### src/rtl/cia_pkg.sv
// Shared CIA definitions: register types, the ICR address, the interrupt
// servicer state encoding and the queued-event record.
package cia;

  typedef logic [3:0] reg4_t;
  typedef logic [7:0] reg8_t;

  // Interrupt control register: reading it returns and clears the sources.
  localparam reg4_t ICR_ADDR = 4'hD;

  typedef enum logic [1:0] {
    IDLE,
    ARM,
    READ,
    HOLD
  } irq_state_t;

  // One serviced interrupt: IR bit, source flags, PHI2 timestamp.
  typedef struct packed {
    logic        ir;
    logic [4:0]  flags;
    logic [15:0] stamp;
  } irq_event_t;

  localparam int unsigned EVENT_W    = $bits(irq_event_t);
  localparam int unsigned FIFO_DEPTH = 4;

endpackage

### src/rtl/cia_irq_fifo.sv
// Small synchronous FIFO for serviced-interrupt events.
// Ports:
//   clk, res_n  - clock, asynchronous active-low reset
//   push        - write push_data this cycle (ignored when full unless a pop
//                 happens on the same edge, which frees the slot first)
//   push_data   - entry to write
//   pop         - drop the head entry (ignored when empty)
//   head        - current head entry (meaningless while empty)
//   empty, full - occupancy flags
module cia_irq_fifo #(
  parameter int unsigned WIDTH = 22,
  parameter int unsigned DEPTH = 4
) (
  input  logic             clk,
  input  logic             res_n,
  input  logic             push,
  input  logic [WIDTH-1:0] push_data,
  input  logic             pop,
  output logic [WIDTH-1:0] head,
  output logic             empty,
  output logic             full
);

  localparam int unsigned PTR_W = (DEPTH > 1) ? $clog2(DEPTH) : 1;
  localparam int unsigned CNT_W = $clog2(DEPTH + 1);

  logic [WIDTH-1:0] mem [DEPTH];
  logic [PTR_W-1:0] wr_ptr;
  logic [PTR_W-1:0] rd_ptr;
  logic [CNT_W-1:0] count;
  logic             do_pop;
  logic             do_push;

  assign empty   = (count == '0);
  assign full    = (count == CNT_W'(DEPTH));
  assign do_pop  = pop && !empty;
  // A pop on the same edge frees a slot, so a full FIFO still accepts it.
  assign do_push = push && (!full || do_pop);
  assign head    = mem[rd_ptr];

  function automatic logic [PTR_W-1:0] ptr_inc(input logic [PTR_W-1:0] p);
    return (p == PTR_W'(DEPTH - 1)) ? '0 : p + PTR_W'(1);
  endfunction

  // NOTE: sequential state uses non-blocking (<=) so every register samples
  // pre-edge values, independent of block ordering.
  always_ff @(posedge clk or negedge res_n) begin
    if (!res_n) begin
      wr_ptr <= '0;
      rd_ptr <= '0;
      count  <= '0;
    end else begin
      if (do_push) wr_ptr <= ptr_inc(wr_ptr);
      if (do_pop)  rd_ptr <= ptr_inc(rd_ptr);
      if (do_push && !do_pop)      count <= count + CNT_W'(1);
      else if (do_pop && !do_push) count <= count - CNT_W'(1);
    end
  end

  // NOTE: the storage array is deliberately not reset; validity is tracked by
  // count, and leaving it unreset lets it map onto plain RAM/flops without
  // reset fan-out.
  always_ff @(posedge clk) begin
    if (do_push) mem[wr_ptr] <= push_data;
  end

endmodule

### src/rtl/cia_irq_servicer.sv
// CIA interrupt servicer: when /IRQ is seen low at a PHI2 rising edge, it
// reads the ICR one PHI2 cycle later, timestamps the result with a free
// running PHI2 cycle counter and queues it in a 4-entry event FIFO.
// Ports:
//   clk, res_n         - clock, asynchronous active-low reset
//   phi2_up, phi2_dn   - one-clk strobes on PHI2 rising / falling edges
//   en                 - allows new services to start (IDLE->ARM only)
//   irq_n              - CIA /IRQ line
//   rd, addr, rd_data  - bus read request, register address, read-back data
//   ev_valid, ev_ready - event stream handshake (pop on valid & ready)
//   ev_flags, ev_ir    - head event ICR bits 4:0 and bit 7
//   ev_stamp           - head event PHI2 cycle timestamp
//   lost               - saturating count of events dropped on a full FIFO
module cia_irq_servicer
  import cia::*;
(
  input  logic        clk,
  input  logic        res_n,
  input  logic        phi2_up,
  input  logic        phi2_dn,
  input  logic        en,
  input  logic        irq_n,
  output logic        rd,
  output reg4_t       addr,
  input  reg8_t       rd_data,
  output logic        ev_valid,
  input  logic        ev_ready,
  output logic [4:0]  ev_flags,
  output logic        ev_ir,
  output logic [15:0] ev_stamp,
  output logic [7:0]  lost
);

  irq_state_t  state_q;
  irq_state_t  state_d;
  logic [15:0] cycle_cnt;
  logic [15:0] stamp_q;
  logic        hold_q;
  logic        capture;
  logic        pop;
  logic        fifo_empty;
  logic        fifo_full;
  irq_event_t  cap_ev;
  irq_event_t  head_ev;
  logic        unused_rd_bits;

  // ICR bits 6:5 are not part of the event record.
  assign unused_rd_bits = ^rd_data[6:5];

  always_ff @(posedge clk or negedge res_n) begin
    if (!res_n)       cycle_cnt <= '0;
    else if (phi2_up) cycle_cnt <= cycle_cnt + 16'd1;
  end

  always_ff @(posedge clk or negedge res_n) begin
    if (!res_n) state_q <= IDLE;
    else        state_q <= state_d;
  end

  // hold_q marks the first PHI2 rising edge seen in HOLD; the second exits.
  // The stamp is the counter value the READ state starts with, i.e. the
  // post-increment value of the phi2_up that enters READ.
  always_ff @(posedge clk or negedge res_n) begin
    if (!res_n) begin
      hold_q  <= 1'b0;
      stamp_q <= '0;
    end else begin
      if (state_q != HOLD) hold_q <= 1'b0;
      else if (phi2_up)    hold_q <= 1'b1;
      if (state_q == ARM && phi2_up) stamp_q <= cycle_cnt + 16'd1;
    end
  end

  // NOTE: every output of this block gets a default first, so no path
  // leaves a signal unassigned and no latch is inferred.
  always_comb begin
    state_d = state_q;
    capture = 1'b0;
    rd      = 1'b0;
    addr    = '0;
    case (state_q)
      IDLE: if (phi2_up && en && !irq_n) state_d = ARM;
      ARM:  if (phi2_up) state_d = READ;
      READ: begin
        // rd decodes straight from the state so reset drops it at once.
        rd   = 1'b1;
        addr = ICR_ADDR;
        if (phi2_dn) begin
          capture = 1'b1;
          state_d = HOLD;
        end
      end
      HOLD:    if (phi2_up && hold_q) state_d = IDLE;
      default: state_d = IDLE;
    endcase
  end

  assign cap_ev = '{ir: rd_data[7], flags: rd_data[4:0], stamp: stamp_q};

  cia_irq_fifo #(
    .WIDTH(EVENT_W),
    .DEPTH(FIFO_DEPTH)
  ) u_fifo (
    .clk      (clk),
    .res_n    (res_n),
    .push     (capture),
    .push_data(cap_ev),
    .pop      (pop),
    .head     (head_ev),
    .empty    (fifo_empty),
    .full     (fifo_full)
  );

  assign ev_valid = !fifo_empty;
  assign pop      = ev_valid && ev_ready;
  assign ev_flags = head_ev.flags;
  assign ev_ir    = head_ev.ir;
  assign ev_stamp = head_ev.stamp;

  // A same-edge pop makes room, so only an unrelieved full FIFO drops.
  always_ff @(posedge clk or negedge res_n) begin
    if (!res_n) lost <= '0;
    else if (capture && fifo_full && !pop && lost != 8'hFF) lost <= lost + 8'd1;
  end

endmodule

### config.mk
export PLATFORM = sky130hd
export DESIGN_NAME = cia_irq_servicer
export DESIGN_NICKNAME = d
export VERILOG_FILES = /design/src/rtl/cia_pkg.sv /design/src/rtl/cia_irq_fifo.sv /design/src/rtl/cia_irq_servicer.sv
export SDC_FILE = /design/constraint.sdc
export NUM_CORES = 1
export LEC_CHECK = 0
export BUFFER_PORTS_ARGS = -buffer_cell sky130_fd_sc_hd__buf_2
export CORE_ASPECT_RATIO = 0.5
export CORE_MARGIN = 10
export CORE_UTILIZATION = 55
export DETAILED_ROUTE_END_ITERATION = 8
export PLACE_DENSITY = 0.74
export SYNTH_ARGS = -nofsm -noshare
export SYNTH_HDL_FRONTEND = slang
export SYNTH_SLANG_ARGS = --single-unit
### constraint.sdc
create_clock -name clk -period 5.8 [get_ports clk]
set_input_delay 0.87 -clock clk [delete_from_list [all_inputs] [get_ports clk]]
set_output_delay 0.87 -clock clk [all_outputs]
set_load 0.02 [all_outputs]
=== Word level (Yosys, flattened, before mapping) ===
Memory sizes are Yosys's and may differ from the RTL's.
Index checks and enable logic that the tools add are counted.

* Flip-flop bits (word level): 50
* Latch bits: 0
* Memory bits (writable): 88
* Bits in read-only memories: 0
* Output and inout bits: 36
* Word-level logic and storage cells: 68
* Memories kept: 1

{| class="wikitable"
|+ Memory list
! memory !! words !! bits a word !! rd ports !! clocked after Yosys merged registers in !! wr ports !! line !! RTL
|-
| u_fifo.mem || 4 || 22 || 1 || 0 || 1 || cia_irq_fifo.sv:27 || <nowiki>logic [WIDTH-1:0] mem [DEPTH];</nowiki>
|}

* Add/sub/neg operators: 6
* Multiply operators: 0
* Divide/modulo/power cells: 0
* $lt $le $gt $ge: 0
* Eq/ne operators: 12
* Shift operators: 0
* Mux-type cells: 17
* Bitwise logic cells: 0
* Reduce and logical (&&, ||, !) cells: 24

{| class="wikitable"
|+ Operators with widths
! kind !! count
|-
| $add A16 B1 Y16 const B || 1
|-
| $logic_and A1 B1 Y1 || 12
|-
| $mux W2 || 6
|-
| $ne A2 B2 Y1 const B || 5
|-
| $add A8 B1 Y8 const B || 1
|-
| $eq A2 B2 Y1 const B || 4
|-
| $ne A8 B8 Y1 const B || 1
|-
| $pmux W2 S4 || 1
|-
| $mux W1 || 7
|-
| $logic_not A1 Y1 || 6
|-
| $mux W3 || 2
|-
| $add A2 B1 Y2 const B || 2
|-
| $mux W4 || 1
|-
| $reduce_and A4 Y1 || 1
|-
| $reduce_bool A2 Y1 || 2
|-
| $add A3 B1 Y3 const B || 1
|-
| $eq A3 B3 Y1 const B || 1
|-
| $logic_not A3 Y1 || 1
|-
| $sub A3 B1 Y3 const B || 1
|-
| $eq A2 B1 Y1 const B || 1
|-
| $logic_not A2 Y1 || 1
|-
| $logic_or A1 B1 Y1 || 1
|}

=== Longest topological paths before layout ===
* Depth in word-level cells: 10
* Depth in mapped cells: 10

=== By module ===
A second synthesis with hierarchy kept.

* Cell total of the unflattened synthesis: 365
* Area total of the unflattened synthesis: 5,839.4 µm²

{| class="wikitable"
|+ Modules (own cells, without submodules)
! module !! times used !! cells each !! area each (µm²) !! seq. area each (µm²)
|-
| cia_irq_fifo || 1 || 152 || 3,652.3 || 2,817.7
|-
| cia_irq_servicer || 1 || 213 || 2,187.1 || 1,076.0
|}

=== Worst setup path before layout ===
OpenSTA, ideal clock, no wires.

* Path type: input port to flip-flop
* Start: input ev_ready
* End: register u_fifo.count[1]
* Arrival time: 2.283 ns
* Slack: 3.393 ns
* Stages on the path: 6
* Path buffers: 0
* Path through: nor4b_4 nor2_1 ha_1 inv_1 fa_1 mux2_2

* Cells in the longest elaborated chain, start to end: 7
* Elaborated cells on any way between the ends: 10

{| class="wikitable"
|+ Ends and longest elaborated chain
! element !! line !! RTL
|-
| from (decl) || cia_irq_servicer.sv:27 || <nowiki>input logic ev_ready,</nowiki>
|-
| $logic_and A1 B1 Y1 * || cia_irq_servicer.sv:115 || <nowiki>assign pop = ev_valid && ev_ready;</nowiki>
|-
| $logic_and A1 B1 Y1 * || cia_irq_fifo.sv:36 || <nowiki>assign do_pop = pop && !empty;</nowiki>
|-
| $logic_or A1 B1 Y1 * || cia_irq_fifo.sv:38 || <nowiki>assign do_push = push && (!full || do_pop);</nowiki>
|-
| $logic_and A1 B1 Y1 * || cia_irq_fifo.sv:38 ||
|-
| net u_fifo.do_push || cia_irq_fifo.sv:32 || <nowiki>logic do_push;</nowiki>
|-
| $logic_not A1 Y1 || cia_irq_fifo.sv:56 || <nowiki>else if (do_pop && !do_push) count <= count - CNT_W'(1);</nowiki>
|-
| $logic_and A1 B1 Y1 || cia_irq_fifo.sv:56 ||
|-
| $reduce_bool A2 Y1 (no source line) || - ||
|-
| to (signal assigned) || cia_irq_fifo.sv:55 || <nowiki>if (do_push && !do_pop) count <= count + CNT_W'(1);</nowiki>
|-
| to (signal assigned) || cia_irq_fifo.sv:56 ||
|-
| to (decl) || cia_irq_fifo.sv:30 || <nowiki>logic [CNT_W-1:0] count;</nowiki>
|}

The timed path passes the listed nets; every way through them passes the cells marked *.
A chain may end at the register's enable or synchronous reset.

=== Worst setup path in the final report ===
* Start: register u_fifo.rd_ptr[0]
* End: output ev_stamp[13]

* Cells in the longest elaborated chain, start to end: 1

{| class="wikitable"
|+ Ends and longest elaborated chain
! element !! line !! RTL
|-
| from (decl) || cia_irq_fifo.sv:29 || <nowiki>logic [PTR_W-1:0] rd_ptr;</nowiki>
|-
| from (signal assigned) || cia_irq_fifo.sv:54 || <nowiki>if (do_pop) rd_ptr <= ptr_inc(rd_ptr);</nowiki>
|-
| $mem_v2 Z4 W22 || - ||
|-
| to (decl) || cia_irq_servicer.sv:30 || <nowiki>output logic [15:0] ev_stamp,</nowiki>
|}

No other way between the ends.

==> out/metrics.cfg <==
[clocking]
clock_latency_ns = 0.42
cts_buffers = 17
postCtsHoldBufs = 0
cts.sinks = 138
clock_path_buffers = 2
cts_tree = built
cts_resized = 0
cts_max_level = 4
clk_pin_slew_ns = 0.06
clock-root-buffer = clkbuf_16
cts_setup_buffers = 0

[layout]
drive_above_1_share = 0.294
diodes = 0
num-nets-final = 444
syn2layout_area_growth_pct = 16.1
seq_area_mm2 = 0.00389
fillers = 712
multiInputGateArea_mm2 = 0.00178

[drt]
ant_nets = 0
avgViaCountPerCell = 5.47
drc = 0
routedWlPerCell_um = 18.4
vias = 3113
drt_iter0_markers = 194
wirelength_um = 10500
dr.pass1.iters = 4

[critical_path]
reg2reg_depth = 5
r2r_start = state_q[0]
worstSetupPathType = register to primary output
worstPathArrival_ns = 2.19
crit_path_end_kind = primary output
worstPathRequired_ns = 4.93
reg2reg_slack_ns = 3.02
cp-start-kind = register
r2r_end = u_fifo.mem[1][13]
worstPathMaxFanout = 18

[status]
status = finished clean

[timing]
setup_viol = 0
relSlewSlack = 0.194
finalHoldViolations = 0
rsz0062_at_grt = no
min_period_over_period = 0.527
finalMaxSlewViolations = 0
tightest_slew_ns = 1.21
post-route-min-period_ns = 3.06
tns_ns = 0
setup_slack_ns = 2.74
finalClockSkew_ns = 0.00943
fmax_mhz = 327

[die]
die_y_um = 92.8
dieArea_mm2 = 0.0154
die-width_um = 166
coreArea_mm2 = 0.0103
start_util = 0.567
io_pins = 51
rows = 26

[yosys]
synth_area_mm2 = 0.00582
yosysUniqueCellTypes = 45
yosys_warnings = 0
syn_inst = 364
ys_seq_elements = 138
ys_seq_area_frac = 0.669
syn-num-nets = 392
synth_area_per_cell_um2 = 16.0

[placed_design]
dp_hpwl_um = 6800
place_ws_ns = 2.84
place.gp.congestion = 0.795
numPortBuffers = 47

[hold_path]
min_to = hold_q
worstHoldStart = hold_q
whs_path_depth = 1
hold_path.class = register to register

[global_routing]
antenna_found_initial = 0
grt_max_degree = 51
grt.overflow.total = 0
grt_pass1_vias = 3413
grt_pass1_wl_um = 17400
track_usage = 0.146

[flow_run]
drv_cap = 0

[power_and_ir_drop]
powerDensity_mw_per_mm2 = 500
ir_drop_uv = 312
p_leak_nw = 2.56

==> per-layer routing <==
| metal | vias to the layer above | share of wire | track usage |
|---|---|---|---|
| li1 | 1448 | - | - |
| met1 | 1583 | 0.45 | 0.184 |
| met2 | 67 | 0.48 | 0.233 |
| met3 | 15 | 0.055 | 0.0481 |
| met4 | 0 | 0.012 | 0.0523 |
| met5 | - | 0 | 0 |
==> cells in the final DEF, fill, tap and decap left out, types with 2 or more instances in the layout <==
master and count:
inv_6 5, clkinvlp_4 2, mux4_2 22, nor3_2 4, edfxtp_1 88, bufinv_16 2, o21ai_1 2, clkbuf_16 17
nand2_1 32, buf_2 47, dfrtp_1 50, nand4_1 8, xnor2_1 23, inv_1 10, or3_1 2, nand3_1 4
ha_1 12, o21ai_0 16, nor3_1 8, xor2_1 13, mux2i_1 2, nor4_2 2, nor2_1 14, and2_1 4
inv_8 3, nand2b_1 2, buf_4 4, nand3_2 3, mux2_2 6, or2_1 2
==> final cells by class <==
type | instances | share of cell area
clock buffer | 17 | 0.0629
clock inverter | 15 | 0.0268
inverter | 10 | 0.00555
multi-input combinational | 198 | 0.264
sequential | 138 | 0.576
tap | 140 | 0.0259
timing repair buffer | 51 | 0.0392
==> through the flow <==
stage	cell area, um^2	hold slack (ns)	utilization	total power (W)	instances
final	6760	0.478	0.658	0.00338	569
after global routing	6760	0.507	0.658	0.00355	569
after CTS	6760	0.477	0.658	0.00342	569
after detailed placement	6150	0.464	0.599	0.00231	537
after global placement	6150	0.457	0.599	0.00226	537
after floorplan	5820	0.443	-	0.00206	364
==> synthesized netlist by cell type (all sizes together) <==
library cell   n  area [um^2]
xor2          13          114
inv           10         37.5
ha            12          150
nand2b         2         12.5
o2bb2ai        1         8.76
nand3          8         67.6
conb           1         3.75
a21oi          1         5.00
nand4          9         71.3
edfxtp        88         2640
and2           4         25.0
or2            2         12.5
o21a           1         7.51
buf           12         87.6
or3            3         23.8
a211o          1         8.76
dfrtp         50         1250
nor4           4         52.6
nor3          12         80.1
a21o           1         7.51
nor2          14         52.6
xnor2         23          201
mux2i          2         20.0
o2111ai        1         15.0
o21ai         18         90.1
mux4          22          495
fa             1         20.0
nand2         33          126
nor3b          1         7.51
clkbuf         6         23.8
mux2           7         78.8
nor4b          1         23.8
==> report_power, final <==
part           leakage (nW)  switching, W  internal, W
Combinational         0.831      0.000483     0.000381
Clock                 0.291      0.000449     0.000651
Sequential             1.44      0.000182      0.00123
==> critical path: stages (launching register included) <==
cell     delay (ns)
dfrtp_1        0.57
buf_4          0.42
mux4_2         0.59
buf_2          0.18
==> kinds of logic after synthesis <==
kind of cell    count (synthesis)  synth area share
compound gates                 24            0.0245
xor+xnor                       36            0.0541
fa+ha+maj                      13            0.0292
buf+inv                        28            0.0256
flops                         138             0.669
mux                            31             0.102
other cells                     1          0.000644
simple gates                   93            0.0954
==> how the worst max path moves through the flow <==
stage / slack [ns] / cells after the start / start / end
final: 2.74 / 3 / u_fifo.rd_ptr[0] / ev_stamp[13]
after global routing: 2.57 / 3 / u_fifo.rd_ptr[0] / ev_stamp[13]
after CTS: 2.68 / 3 / u_fifo.rd_ptr[0] / ev_stamp[13]
after detailed placement: 2.84 / 4 / phi2_dn / u_fifo.mem[1][19]
after global placement: 2.95 / 4 / phi2_dn / u_fifo.mem[1][8]
after floorplan: 3.39 / 6 / ev_ready / u_fifo.count[1]
==> sequential cells by signal (all words and copies together), names as in the netlist <==
signal / cells
cycle_cnt: 16
hold_q: 1
lost: 8
stamp_q: 16
state_q: 2
u_fifo.count: 3
u_fifo.mem: 88
u_fifo.rd_ptr: 2
u_fifo.wr_ptr: 2
Power figures use the tool's default switching activity.
